===== config.mk =====
export PLATFORM = sky130hd
export DESIGN_NAME = seg_scan_driver
export DESIGN_NICKNAME = d
export VERILOG_FILES = /design/src/rtl/seg_scan_driver.sv
export SDC_FILE = /design/constraint.sdc
export NUM_CORES = 1
export LEC_CHECK = 0
export BUFFER_PORTS_ARGS = -buffer_cell sky130_fd_sc_hd__buf_2
export CORE_ASPECT_RATIO = 1.1
export CORE_MARGIN = 1
export CORE_UTILIZATION = 40
export CTS_BUF_LIST = sky130_fd_sc_hd__clkbuf_16
export CTS_CLUSTER_DIAMETER = 150
export CTS_CLUSTER_SIZE = 24
export DETAILED_ROUTE_END_ITERATION = 7
export RECOVER_POWER = 100
export SETUP_SLACK_MARGIN = 0.2
export SYNTH_ARGS = -nofsm -noshare
export SYNTH_HDL_FRONTEND = slang
export SYNTH_SLANG_ARGS = --single-unit

===== constraint.sdc =====
create_clock -name clk -period 3.86 [get_ports clk]
set_input_delay 0 -clock clk [delete_from_list [all_inputs] [get_ports clk]]
set_output_delay 0 -clock clk [all_outputs]
set_load 0.03 [all_outputs]

===== src/rtl/seg_scan_driver.sv =====
// Multiplexed 7-segment scanner: shadows load data, rotates one digit per SCAN_DIV cycles.
// Outputs are registered; load-to-display latency is 2 cycles; no handshake, load is a strobe.
module seg_scan_driver #(
   parameter int DIGITS    = 4,
   parameter int SCAN_DIV  = 1000,
   parameter int BLINK_DIV = 25000000
) (
   input  logic                  clk,
   input  logic                  rst_n,
   input  logic                  load,
   input  logic [4*DIGITS-1:0]   data,
   input  logic [DIGITS-1:0]     en,
   input  logic [DIGITS-1:0]     dp,
   input  logic [DIGITS-1:0]     blink,
   input  logic                  lz_blank,
   output logic [DIGITS-1:0]     an,
   output logic [6:0]            seg,
   output logic                  dp_n
);
   localparam int SW = (SCAN_DIV > 1) ? $clog2(SCAN_DIV) : 1;
   localparam int IW = (DIGITS > 1) ? $clog2(DIGITS) : 1;
   localparam int BW = $clog2(BLINK_DIV);

   logic [SW-1:0]          scan_cnt_q, scan_cnt_d;
   logic [IW-1:0]          idx_q, idx_d;
   logic [BW-1:0]          blink_cnt_q, blink_cnt_d;
   logic                   phase_q, phase_d;
   logic [4*DIGITS-1:0]    data_q;
   logic [DIGITS-1:0]      en_q, dp_q, blink_q;
   logic [DIGITS-1:0]      an_d;
   logic [6:0]             seg_d;
   logic                   dp_n_d;

   logic                   scan_wrap, blink_wrap;
   logic [DIGITS-1:0]      lz_mask;
   logic                   zero_run;
   logic [3:0]             nib;
   logic                   show, dot;

   function automatic logic [6:0] hex_to_seg(input logic [3:0] n);
      case (n)
         4'h0: hex_to_seg = 7'h40;
         4'h1: hex_to_seg = 7'h79;
         4'h2: hex_to_seg = 7'h24;
         4'h3: hex_to_seg = 7'h30;
         4'h4: hex_to_seg = 7'h19;
         4'h5: hex_to_seg = 7'h12;
         4'h6: hex_to_seg = 7'h02;
         4'h7: hex_to_seg = 7'h78;
         4'h8: hex_to_seg = 7'h00;
         4'h9: hex_to_seg = 7'h10;
         4'hA: hex_to_seg = 7'h08;
         4'hB: hex_to_seg = 7'h03;
         4'hC: hex_to_seg = 7'h46;
         4'hD: hex_to_seg = 7'h21;
         4'hE: hex_to_seg = 7'h06;
         default: hex_to_seg = 7'h0E;
      endcase
   endfunction

   always_comb begin
      scan_wrap   = (scan_cnt_q == SW'(SCAN_DIV - 1));
      scan_cnt_d  = scan_wrap ? '0 : scan_cnt_q + 1'b1;
      idx_d       = idx_q;
      if (scan_wrap) begin
         idx_d = (idx_q == IW'(DIGITS - 1)) ? '0 : idx_q + 1'b1;
      end
      blink_wrap  = (blink_cnt_q == BW'(BLINK_DIV - 1));
      blink_cnt_d = blink_wrap ? '0 : blink_cnt_q + 1'b1;
      phase_d     = phase_q ^ blink_wrap;
   end

   // lz_mask[i]: digit i and everything above it are zero with no dot; digit 0 always shows
   always_comb begin
      lz_mask  = '0;
      zero_run = 1'b1;
      for (int i = DIGITS - 1; i >= 0; i--) begin
         zero_run   = zero_run & (data_q[4*i +: 4] == 4'h0) & ~dp_q[i];
         lz_mask[i] = zero_run;
      end
      lz_mask[0] = 1'b0;
   end

   always_comb begin
      nib  = 4'h0;
      show = 1'b0;
      dot  = 1'b0;
      an_d = '1;
      for (int i = 0; i < DIGITS; i++) begin
         if (idx_q == IW'(i)) begin
            nib  = data_q[4*i +: 4];
            dot  = dp_q[i];
            show = en_q[i] & ~(blink_q[i] & phase_q) & ~(lz_blank & lz_mask[i]);
            an_d[i] = ~show;
         end
      end
      seg_d  = show ? hex_to_seg(nib) : 7'h7F;
      dp_n_d = ~(show & dot);
   end

   always_ff @(posedge clk or negedge rst_n) begin
      if (!rst_n) begin
         scan_cnt_q  <= '0;
         idx_q       <= '0;
         blink_cnt_q <= '0;
         phase_q     <= 1'b0;
         data_q      <= '0;
         en_q        <= '0;
         dp_q        <= '0;
         blink_q     <= '0;
         an          <= '1;
         seg         <= 7'h7F;
         dp_n        <= 1'b1;
      end else begin
         scan_cnt_q  <= scan_cnt_d;
         idx_q       <= idx_d;
         blink_cnt_q <= blink_cnt_d;
         phase_q     <= phase_d;
         an          <= an_d;
         seg         <= seg_d;
         dp_n        <= dp_n_d;
         if (load) begin
            data_q  <= data;
            en_q    <= en;
            dp_q    <= dp;
            blink_q <= blink;
         end
      end
   end
endmodule

==> flow_metrics.py, run 1 <==
metrics = {
    "final_layout": {
        "area_growth_pct": 22.75,
        "regArea_um2": 1967,
        "multiInputGateArea_um2": 1700,
        "stdcell_count": 524,
        "antennaDiodeCount": 0,
        "layout.nets": 449,
        "drive_gt1_share_pct": 23.17,
        "fillers": 808,
    },
    "detailed_routing": {
        "totalWireLength_mm": 7.632,
        "drtIter0Drc": 78,
        "ant_nets": 0,
        "drtPass1Iterations": 4,
        "vias": 2669,
        "wl_per_cell_um": 14.56,
        "via_per_inst": 5.094,
        "drc_errors": 0,
    },
    "power": {
        "peakVddDrop_mv": 0.2232,
        "internal-power_w": 0.001398,
        "p_total_w": 0.001876,
        "powerDensity_nw_per_um2": 407.5,
        "switching_share_pct": 25.48,
        "pwr-share-comb_pct": 10.7,
        "p_leak_nw": 2.002,
        "power_switching_w": 0.0004781,
        "clock_power_share_pct": 41.4,
        "p_seq_share_pct": 47.9,
    },
    "global_routing": {
        "grt_first_pass_wirelength_mm": 12.99,
        "grt_pass1_vias": 2705,
        "grt_max_degree": 79,
        "gr-total-overflow": 0,
        "grtUsageTotal_pct": 17.26,
        "antenna_found_initial": 0,
    },
    "clock_tree": {
        "cts_buffers": 9,
        "cts_setup_buffers": 0,
        "cts.reportedPaths.clkPinSlew_ns": 0.06,
        "cts_tree": "built",
        "cts_hold_buf": 29,
        "cts.sinks": 78,
        "insertion_delay_ns": 0.33,
        "cts_root_buffer": "clkbuf_16",
        "h-tree-depth": 3,
        "clockBufferDepth": 2,
        "ctsResizeCount": 0,
    },
    "critical_path": {
        "required_ns": 4.07,
        "worst_ep_arrival_time_ns": 3.10,
        "start_kind": "register",
        "crit_type": "reg -> reg",
        "cp_num_cells": 9,
        "slowest_stage": "a211oi_1",
        "worst-path-max-fanout": 13,
        "crit_family": "compound AO/OA/AOI/OAI gates",
        "r2r_setup_slack_ns": 0.97,
        "crit_buf_inv": 2,
        "path_cells": "inv_1 -> ha_1 -> a211oi_1 -> a211oi_1 -> inv_1 -> ha_1 -> or3_1 -> o221ai_1 -> nand3_1",
        "reg2reg_depth": 9,
        "cp_slowest_stage_delay_ns": 0.70,
        "critPathCaptureType": "register",
        "r2r_start": "idx_q[1]",
        "regToRegEndpoint": "seg[0]",
    },
    "worst_hold_path": {
        "hold_end": "an[2]",
        "hp-start": "lz_blank",
        "hold_path_class": "in -> reg",
        "whs_path_depth": 4,
    },
    "yosys": {
        "syn_area_um2": 3751,
        "synth_flop_cell": "dfrtp_1",
        "synth_area_leaders": "dfrtp_1 (44%), mux2_2 (8.7%), dfstp_2 (8.4%), ha_1 (4.0%), xnor2_1 (4.0%)",
        "synth_top_area_share_pct": 44.03,
        "synth_edf_count": 0,
        "ys_seq_area_share_pct": 52.43,
        "synth_area_per_cell_um2": 11.33,
        "synth_cell_type_count": 49,
        "synth_top_cell_by_area": "dfrtp_1",
        "netlist_instances": 331,
        "synth.most_common_cell": "dfrtp_1",
        "synth_common_cells": "dfrtp_1 (66), nor2_1 (30), mux2_2 (29)",
        "ys_seq_elements": 78,
        "ys_async_sr_fraction_pct": 100.0,
        "ys_warn_count": 0,
        "synthesis.nets": 375,
    },
    "timing": {
        "hold_viol_final": 0,
        "period_needed_ns": 2.888,
        "slew_headroom_pct": -23.37,
        "skew_ns": 0.007459,
        "worstMarginPinSlew_ns": 1.851,
        "rsz0062_at_grt": "false",
        "timing.setup.tns_ns": 0,
        "setup_viol": 0,
        "fmax_mhz": 346.3,
        "min_period_over_period_pct": 74.81,
        "slew_viol_final": 97,
    },
    "outcome": {
        "outcome": "finished, violations left",
        "violations": "max-capacitance violations, max-slew violations",
    },
    "place": {
        "dp_cells": 479,
        "hpwl_mm": 5.090,
        "place.gp.congestion": 0.8188,
        "io_buffers": 43,
    },
    "die": {
        "ios": 44,
        "coreArea_um2": 8964,
        "dieWidth_um": 94.33,
        "dieArea_um2": 9769,
        "fp-row-count": 36,
        "die_h_um": 103.6,
        "initial_core_util_pct": 41.85,
    },
    "job": {
        "cap_violations": 2,
    },
}
## cells by family after synthesis
| kind of cell | synth area share, % |
|---|---|
| muxes | 9.773 |
| buffers and inverters | 1.768 |
| AOI/OAI and AO/OA | 7.172 |
| xor gates and xnor gates | 6.538 |
| and+or+nand+nor | 18.31 |
| DFF | 52.43 |
| adders and majority gates | 4.003 |
## layout by cell type (no fill, tap or decap), drive strengths merged, types with 6 or more instances in the layout
master,n
dfrtp,66
buf,31
nor2,30
mux2,29
dlygate4sd3,29
nand2,27
nand3,25
clkbuf,22
xnor2,17
ha,12
dfstp,12
xor2,11
a211oi,7
a21oi,7
inv,7
o21ai,7
nor2b,6
## metrics by stage
| step | hold WS (ns) | setup slack (ns) | util [%] | instance area [um^2] |
|---|---|---|---|---|
| floorplan | -0.2956 | 1.346 | - | 3751 |
| global placement | 0.2166 | 1.218 | 45.56 | 4084 |
| detailed placement | 0.2157 | 0.9897 | 45.56 | 4084 |
| CTS | 0.1621 | 0.9844 | 51.86 | 4648 |
| global route | 0.1625 | 0.7620 | 51.37 | 4604 |
| finish | 0.1459 | 0.9722 | 51.37 | 4604 |
## metal layers
layer | wire, um | global-route usage (%) | part of all wire, %
met1 | 3548 | 22.36 | 46
met2 | 3669 | 27.85 | 48
met3 | 231 | 3.744 | 3.0
met4 | 182 | 6.703 | 2.4
met5 | 0 | 0 | 0
## power groups by stage
stage               clock network (W)  registers [W]  logic [W]
detailed placement                  0       0.000913   0.000185
floorplan                           0       0.000932  0.0000936
finish                       0.000777       0.000899   0.000201
CTS                          0.000791       0.000898   0.000208
global placement                    0       0.000913   0.000182
global route                 0.000833       0.000904   0.000222
## sequential cells by signal, summed over array words and instances (netlist names), 2 cells and up
| name | cells |
|---|---|
| blink_cnt_q | 25 |
| data_q | 16 |
| scan_cnt_q | 10 |
| seg | 7 |
| an | 4 |
| blink_q | 4 |
| dp_q | 4 |
| en_q | 4 |
| idx_q | 2 |
## worst max-delay path by stage
stage / start / slack, ns / endpoint
2_1_floorplan: idx_q[1] / 1.35 / seg[0]
3_3_place_gp: idx_q[1] / 1.22 / seg[0]
3_5_place_dp: idx_q[1] / 0.99 / seg[0]
4_1_cts: idx_q[1] / 0.98 / seg[0]
5_1_grt: idx_q[1] / 0.76 / seg[0]
6_report: idx_q[1] / 0.97 / seg[0]
## worst register-to-register path: cells and delay by family, from the launching register on
| kind | cells | cell delay, ns |
|---|---|---|
| buf+inv | 2 | 0.29 |
| fa+ha+maj | 2 | 0.66 |
| simple gates | 2 | 0.47 |
| compound gates | 3 | 0.94 |
| flops | 1 | 0.41 |
## cell type report
type                            instances  area share, %
Inverter                                6         0.4891
Clock inverter                          7          1.060
Tap cell                              114          3.098
Clock buffer                            9          4.891
Multi-Input combinational cell        237          36.93
Sequential cell                        78          42.72
Timing Repair Buffer                   73          10.82
(Power assumes the default switching activity.)
==> inputs of run 2 (changes only) <==
Clock period 3.86 ns to 2.6 ns, I/O delays scaled along.
==> flow_metrics.py, run 2 (same netlist as run 1, synthesis figures left out) <==
metrics = {
    "outcome": {
        "outcome": "finished, violations left",
        "violations": "max-capacitance violations, max-slew violations",
    },
    "critical_path": {
        "start_kind": "register",
        "required_ns": 2.83,
        "critPathCaptureType": "register",
        "crit_type": "reg -> reg",
        "worst_ep_arrival_time_ns": 2.58,
        "worst-path-max-fanout": 13,
    },
    "clock_tree": {
        "h-tree-depth": 3,
        "cts.reportedPaths.clkPinSlew_ns": 0.06,
        "insertion_delay_ns": 0.33,
        "clockBufferDepth": 2,
        "cts.sinks": 78,
        "cts_buffers": 9,
        "cts_tree": "built",
        "cts_root_buffer": "clkbuf_16",
    },
    "power": {
        "powerDensity_nw_per_um2": 632.2,
        "p_leak_nw": 2.049,
        "peakVddDrop_mv": 0.3465,
    },
    "timing": {
        "fmax_mhz": 426.0,
        "min_period_over_period_pct": 90.28,
        "worstMarginPinSlew_ns": 1.863,
        "setup_viol": 0,
        "rsz0062_at_grt": "true",
        "timing.setup.tns_ns": 0,
        "slew_viol_final": 79,
        "hold_viol_final": 0,
        "skew_ns": 0.008406,
        "slew_headroom_pct": -24.22,
        "period_needed_ns": 2.347,
    },
    "detailed_routing": {
        "totalWireLength_mm": 7.394,
        "drtPass1Iterations": 4,
        "wl_per_cell_um": 13.87,
        "ant_nets": 0,
        "drtIter0Drc": 58,
        "vias": 2681,
        "via_per_inst": 5.030,
        "drc_errors": 0,
    },
    "final_layout": {
        "drive_gt1_share_pct": 23.63,
        "antennaDiodeCount": 0,
        "final_common_cell": "dfrtp_1",
        "final_cell_mix": "dfrtp_1 (66), nor2_1 (30), buf_2 (30), mux2_2 (29), dlygate4sd3_1 (29)",
        "stdcell_count": 533,
        "layout.nets": 458,
        "largest_reg_flops": 25,
        "regMostFlops": "blink_cnt_q",
        "fillers": 822,
        "top_regs": "blink_cnt_q (25), data_q (16), scan_cnt_q (10)",
        "regArea_um2": 1967,
        "multiInputGateArea_um2": 1708,
        "area_growth_pct": 25.55,
    },
    "die": {
        "ios": 44,
        "initial_core_util_pct": 41.85,
        "dieArea_um2": 9769,
        "fp-row-count": 36,
        "coreArea_um2": 8964,
        "die_h_um": 103.6,
        "dieWidth_um": 94.33,
    },
    "global_routing": {
        "grt_pass1_vias": 2660,
        "gr-total-overflow": 0,
        "grt_max_degree": 79,
        "antenna_found_initial": 0,
        "grt_first_pass_wirelength_mm": 12.34,
        "grtUsageTotal_pct": 16.32,
    },
    "place": {
        "place.gp.congestion": 0.7905,
        "io_buffers": 43,
        "dp_cells": 488,
        "hpwl_mm": 5.147,
    },
    "job": {
        "cap_violations": 1,
    },
    "worst_hold_path": {
        "hold_path_class": "in -> reg",
    },
}
-- run 2: stage by stage --
step | area (um^2) | worst slack, ns | hold WS [ns] | power, W | util [%]
after detailed placement | 4148 | 0.2559 | 0.2179 | 0.001634 | 46.27
after global placement | 4148 | 0.3459 | 0.2183 | 0.001629 | 46.27
after global routing | 4710 | 0.07029 | 0.1776 | 0.003098 | 52.54
after floorplan | 3756 | 0.2678 | -0.2956 | 0.001524 | -
final | 4710 | 0.2528 | 0.1373 | 0.002977 | 52.54
after CTS | 4761 | 0.2294 | 0.1375 | 0.003020 | 53.11
-- run 2: final timing paths --
check                           depth (start not counted)      startpoint  slack, ns             end
worst max-delay path                                    8        idx_q[0]       0.25          seg[0]
worst min-delay path                                    4        lz_blank       0.14           an[2]
worst max register to register                          8        idx_q[0]       0.25          seg[0]
worst min register to register                          1  blink_cnt_q[0]       0.46  blink_cnt_q[0]
max in group asynchronous                               2           rst_n       0.77      data_q[11]
min in group asynchronous                               2           rst_n       0.70         en_q[0]
-- run 2: final cells by class --
type                    instances  area share, %
clock buffers                   9          4.782
clock inverters                 7          2.072
inverters                       6         0.4782
multi-input cells             237          36.26
flip-flops and latches         78          41.76
well taps                     114          3.029
repair buffers                 82          11.61
-- run 2: worst max-delay path: stages (launching register included) --
cell	delay, ns
dfrtp_1	0.39
ha_1	0.24
clkbuf_1	0.40
a211oi_1	0.09
a211o_2	0.38
ha_1	0.22
or3_1	0.36
o221ai_1	0.07
nand3_1	0.09
-- run 2: timing repair --
| action | in CTS | in global routing |
|---|---|---|
| setup buffers | 0 | 0 |
| hold buffers | 29 | 0 |
| hold endpoints to repair | 94 | 0 |
| setup endpoints to repair | 0 | 4 |
| resized for setup | 0 | 2 |
-- run 2: report_power, final --
group	switching, W	internal [W]	leakage (nW)
clock	0.000496	0.000843	0.154
combinational	0.000164	0.000143	0.939
sequential	0.0000385	0.00129	0.956
-- run 2: per-layer routing --
layer / part of all wire (%) / track usage, % / vias to the layer above
li1: - / - / 1332
met1: 46 / 20.40 / 1294
met2: 49 / 26.71 / 47
met3: 4.0 / 4.699 / 8
met4: 1.4 / 5.495 / 0
met5: 0 / 0 / -
